--- src/rtl/serial_adder.sv ---
// serial_adder: multi-cycle adder/subtractor that processes DIGIT bits per
// clock. A registered carry flop links consecutive slices, so the longest
// combinational carry chain is DIGIT bits no matter how wide WIDTH grows.
// Handshake: start is accepted in IDLE or DONE, busy is high during RUN,
// and done pulses for one cycle when a result lands in sum/cout/overflow.
module serial_adder #(
  parameter int WIDTH = 8,
  parameter int DIGIT = 1
) (
  input  logic             clk,
  input  logic             reset,
  input  logic             start,
  input  logic [WIDTH-1:0] a,
  input  logic [WIDTH-1:0] b,
  input  logic             cin,
  input  logic             sub,
  output logic [WIDTH-1:0] sum,
  output logic             cout,
  output logic             overflow,
  output logic             busy,
  output logic             done
);

  // Number of slice cycles and width of the slice index (kept >= 1 bit).
  localparam int N  = WIDTH / DIGIT;
  localparam int IW = (N > 1) ? $clog2(N) : 1;

  localparam logic [1:0] IDLE = 2'd0;
  localparam logic [1:0] RUN  = 2'd1;
  localparam logic [1:0] DONE = 2'd2;

  localparam logic [IW-1:0] LAST_IDX = IW'(N - 1);

  logic [1:0]       state_reg;
  logic [WIDTH-1:0] a_reg;
  logic [WIDTH-1:0] b_reg;        // already inverted for subtraction
  logic [WIDTH-1:0] result_reg;
  logic [WIDTH-1:0] result_next;
  logic [WIDTH-1:0] sum_reg;
  logic             carry_reg;
  logic             cout_reg;
  logic             ovf_reg;
  logic [IW-1:0]    idx_reg;

  logic [DIGIT-1:0] a_sl [N];
  logic [DIGIT-1:0] b_sl [N];
  logic [DIGIT-1:0] a_slice;
  logic [DIGIT-1:0] b_slice;
  logic [DIGIT-1:0] s_slice;
  logic             c_slice;
  logic             running;
  logic             last_slice;
  logic             ovf_next;

  assign running    = (state_reg == RUN);
  assign last_slice = running && (idx_reg == LAST_IDX);

  // Split the captured operands into slices and merge the freshly computed
  // slice into the partial result at the current index.
  generate
    for (genvar gi = 0; gi < N; gi++) begin : g_slice
      assign a_sl[gi] = a_reg[gi*DIGIT +: DIGIT];
      assign b_sl[gi] = b_reg[gi*DIGIT +: DIGIT];
      assign result_next[gi*DIGIT +: DIGIT] =
        (running && (idx_reg == IW'(gi))) ? s_slice
                                          : result_reg[gi*DIGIT +: DIGIT];
    end
  endgenerate

  // One DIGIT-bit full-adder slice fed by the registered carry.
  always_comb begin
    a_slice = a_sl[idx_reg];
    b_slice = b_sl[idx_reg];
    {c_slice, s_slice} = {1'b0, a_slice} + {1'b0, b_slice}
                       + {{DIGIT{1'b0}}, carry_reg};
  end

  // Signed overflow: operands agree in sign but the result does not.
  assign ovf_next = (a_reg[WIDTH-1] == b_reg[WIDTH-1]) &&
                    (result_next[WIDTH-1] != a_reg[WIDTH-1]);

  // Control FSM, operand capture and result publication.
  always_ff @(posedge clk) begin
    if (reset) begin
      state_reg  <= IDLE;
      a_reg      <= '0;
      b_reg      <= '0;
      result_reg <= '0;
      sum_reg    <= '0;
      carry_reg  <= 1'b0;
      cout_reg   <= 1'b0;
      ovf_reg    <= 1'b0;
      idx_reg    <= '0;
    end else begin
      case (state_reg)
        IDLE, DONE: begin
          if (start) begin
            a_reg     <= a;
            b_reg     <= sub ? ~b : b;
            carry_reg <= sub ? 1'b1 : cin;
            idx_reg   <= '0;
            state_reg <= RUN;
          end else begin
            state_reg <= IDLE;
          end
        end
        RUN: begin
          result_reg <= result_next;
          carry_reg  <= c_slice;
          if (last_slice) begin
            sum_reg   <= result_next;
            cout_reg  <= c_slice;
            ovf_reg   <= ovf_next;
            idx_reg   <= '0;
            state_reg <= DONE;
          end else begin
            idx_reg <= idx_reg + 1'b1;
          end
        end
        default: state_reg <= IDLE;
      endcase
    end
  end

  assign sum      = sum_reg;
  assign cout     = cout_reg;
  assign overflow = ovf_reg;
  assign busy     = (state_reg == RUN);
  assign done     = (state_reg == DONE);

endmodule

--- config.mk ---
export PLATFORM = sky130hd
export DESIGN_NAME = serial_adder
export DESIGN_NICKNAME = d
export VERILOG_FILES = /design/src/rtl/serial_adder.sv
export SDC_FILE = /design/constraint.sdc
export NUM_CORES = 1
export LEC_CHECK = 0
export ABC_CLOCK_PERIOD_IN_PS = 3350
export CAP_MARGIN = 40
export CORE_ASPECT_RATIO = 1.1
export CORE_MARGIN = 5
export CORE_UTILIZATION = 40
export DETAILED_ROUTE_END_ITERATION = 7
export SLEW_MARGIN = 30
export SYNTH_ARGS = -nofsm -noshare
export SYNTH_HDL_FRONTEND = slang
export SYNTH_SLANG_ARGS = --single-unit
--- constraint.sdc ---
create_clock -name clk -period 3.35 [get_ports clk]
set_clock_uncertainty 0.2 [all_clocks]
set_input_delay 0.67 -clock clk [delete_from_list [all_inputs] [get_ports clk]]
set_output_delay 0.67 -clock clk [all_outputs]
set_load 0.01 [all_outputs]
==> run_results.csv <==
group,metric,value,unit
run_status,outcome,"finished, final reports clean",
power_and_ir_drop,peakVddDrop,0.000197,V
placement,dp_hpwl,2790,um
layout,register_area,781,um^2
worst_setup_path,startpoint,"state_reg[0]",
floorplanning,die_w,73.6,um
yosys,syn_nets,213,
yosys,yosys-top-cells-area,"dfxtp_1, mux2i_1, ha_1, nor2_1, xnor2_1",
worst_setup_path,timing.rr.start,"idx_reg[0]",
job,max_cap_viol_count,0,
worst_setup_path,path_class,"reg -> out",
sta,setup_violations,0,
placement,io_buffers,32,
detailed_routing,first_pass_iters,4,
worst_setup_path,reg2regPathDepth,5,
detailed_routing,postRouteAntennaNets,0,
sta,fin_crit,2710,ps
yosys,yosys_most_used_dff,"dfxtp_1",
floorplanning,rows,25,
sta,slew_headroom,62.6,%
layout,diodes,0,
sta,period_share,81.0,%
yosys,syn_area,1780,um^2
clock_network,cts.reportedPaths.clkPinSlew,70,ps
yosys,yosysUniqueCellTypes,29,
clock_network,cts.sinks,39,
layout,fillCellCount,385,
power_and_ir_drop,power.density,437,nW/um^2
detailed_routing,routed_wl,3710,um
floorplanning,start_util,41.2,%
layout,final_util,51.2,%
clock_network,post-cts-setup-buffers,0,
detailed_routing,drt-initial-drc-count,38,
worst_setup_path,r2r-end,"overflow",
clock_network,numCtsBuffers,5,
worst_setup_path,arrival,1840,ps
layout,area_growth,24.2,%
yosys,async_reset_ff_share,0,%
clock_network,cts_resized,0,
power_and_ir_drop,power,967,uW
min_path,hp-class,"reg -> reg",
clock_network,cts.htree.levels,2,
global_route,track_usage,13.8,%
global_route,grt_pass1_vias,1336,
worst_setup_path,worstPathRequired,2480,ps
clock_network,insertion_delay,290,ps
sta,holdWs,261,ps
detailed_routing,post_drt_wl_per_cell,13.9,um
yosys,avgSynthCellArea,9.62,um^2
layout,drive_gt1_share,5.61,%
yosys,yosysWarnings,0,
global_route,antenna_found_initial,0,
detailed_routing,vias_per_cell,5.11,
yosys,syn_inst,185,
floorplanning,coreArea,4320,um^2
layout,multiInputGateArea,902,um^2
sta,tightest_slew,560,ps
worst_setup_path,crit_path_end,"busy",
floorplanning,die-area,5890,um^2
sta,slew_violations,0,
yosys,ys_seq_area_share,43.9,%
global_route,grt_start_max_net_pins,40,
floorplanning,ios,33,
detailed_routing,vias,1370,
global_route,grt_pass1_wl,6100,um
clock_network,hold_buffers,0,
power_and_ir_drop,p_leak,0.836,nW
floorplanning,dieHeight,80.0,um
global_route,grt-ovfl-total,0,
clock_network,cts_tree,"yes",
yosys,synth.top_cell.area_share,43.9,%
worst_setup_path,rrSetupSlack,660,ps
sta,rsz0062_at_grt,"no",
sta,tns,0,ps
yosys,synth_top_area_cell,"dfxtp_1",
detailed_routing,drcViolationCount,0,
yosys,ys_ff_latch,39,
sta,fmax,368,MHz
layout,num-nets-final,241,
placement,gp_congestion,0.813,
worst_setup_path,start_kind,"flop",
clock_network,clockBufferDepth,2,
sta,finalHoldViolations,0,
worst_setup_path,cp-end-kind,"output pin",
yosys,synth_edf_count,0,
worst_setup_path,crit_fanout,14,
clock_network,clockRootBuffer,"clkbuf_8",
## worst min-delay path by stage
stage          startpoint       end  slack (ps)  depth (start not counted)
3_3_place_gp       sum[7]    sum[7]         250                          1
6_report         a_reg[5]  a_reg[5]         260                          2
4_1_cts          a_reg[5]  a_reg[5]         270                          2
3_5_place_dp     a_reg[5]  a_reg[5]         260                          2
2_1_floorplan    a_reg[6]  a_reg[6]         230                          2
5_1_grt          a_reg[5]  a_reg[5]         280                          2
## stage by stage
| stage | instances | setup WS, ps | instance area (um^2) |
|---|---|---|---|
| CTS | 268 | 617 | 2210 |
| detailed placement | 260 | 645 | 2110 |
| finish | 268 | 635 | 2210 |
| floorplan | 185 | 863 | 1780 |
| global route | 268 | 432 | 2210 |
| global placement | 260 | 739 | 2110 |
## routing by layer
layer | vias to the layer above | part of all wire [%] | global-route usage (%) | wire (um)
li1 | 693 | - | - | -
met1 | 641 | 43 | 14.4 | 1580
met2 | 31 | 50 | 23.9 | 1870
met3 | 5 | 5.3 | 5.79 | 198
met4 | 0 | 1.6 | 5.80 | 61
met5 | - | 0 | 0 | 0
## layout by cell type, fill, tap and decap left out, types with 8 or more instances in the layout
cell type,n
o21ai_1,8
clkdlybuf4s50_1,32
a21oi_1,11
xnor2_1,8
nor2_1,19
a211oi_1,9
nand2_1,17
nand3b_1,9
dfxtp_1,39
mux2i_1,9
## critical path: stages (launching register included)
cell             delay, ps
dfxtp_1                590
nand2b_1               260
inv_1                  160
clkdlybuf4s50_1        550
## cells in the mapped netlist (2+ instances only)
| cell | n |
|---|---|
| and4bb_1 | 3 |
| o21ai_1 | 8 |
| inv_1 | 7 |
| nand3b_1 | 9 |
| buf_4 | 2 |
| nor2b_1 | 2 |
| buf_2 | 6 |
| a211oi_1 | 9 |
| or3_1 | 2 |
| clkbuf_1 | 4 |
| mux4_2 | 3 |
| nand2b_1 | 4 |
| ha_1 | 6 |
| nor2_1 | 19 |
| mux2i_1 | 9 |
| dfxtp_1 | 39 |
| nand4b_1 | 3 |
| xnor2_1 | 8 |
| a21oi_1 | 11 |
| a31oi_1 | 2 |
| nand3_1 | 4 |
| o21a_1 | 2 |
| nand2_1 | 17 |
## where the power goes
part / internal, mW / switching [mW] / leakage [nW]
Combinational: 0.0653 / 0.0605 / 0.466
Clock: 0.188 / 0.152 / 0.0515
Sequential: 0.483 / 0.0180 / 0.318
## cell type report
type / instances / area share [%]
clock buffer: 8 / 4.52
sequential: 39 / 35.3
timing repair buffer: 34 / 15.2
tap: 54 / 3.05
multi-input combinational: 126 / 40.8
inverter: 7 / 1.19
## logic make-up (layout without fill, tap and decap cells)
| kind of cell | count (synthesis) | after routing | share of synthesized area, % |
|---|---|---|---|
| AOI/OAI and AO/OA | 33 | 33 | 11.2 |
| xor gates and xnor gates | 8 | 8 | 3.94 |
| adders and majority gates | 7 | 7 | 5.34 |
| buffers and inverters | 20 | 49 | 5.48 |
| DFF | 39 | 39 | 43.9 |
| muxes | 13 | 13 | 10.3 |
| and+or+nand+nor | 65 | 65 | 19.9 |
Power figures use the tool's default switching activity.
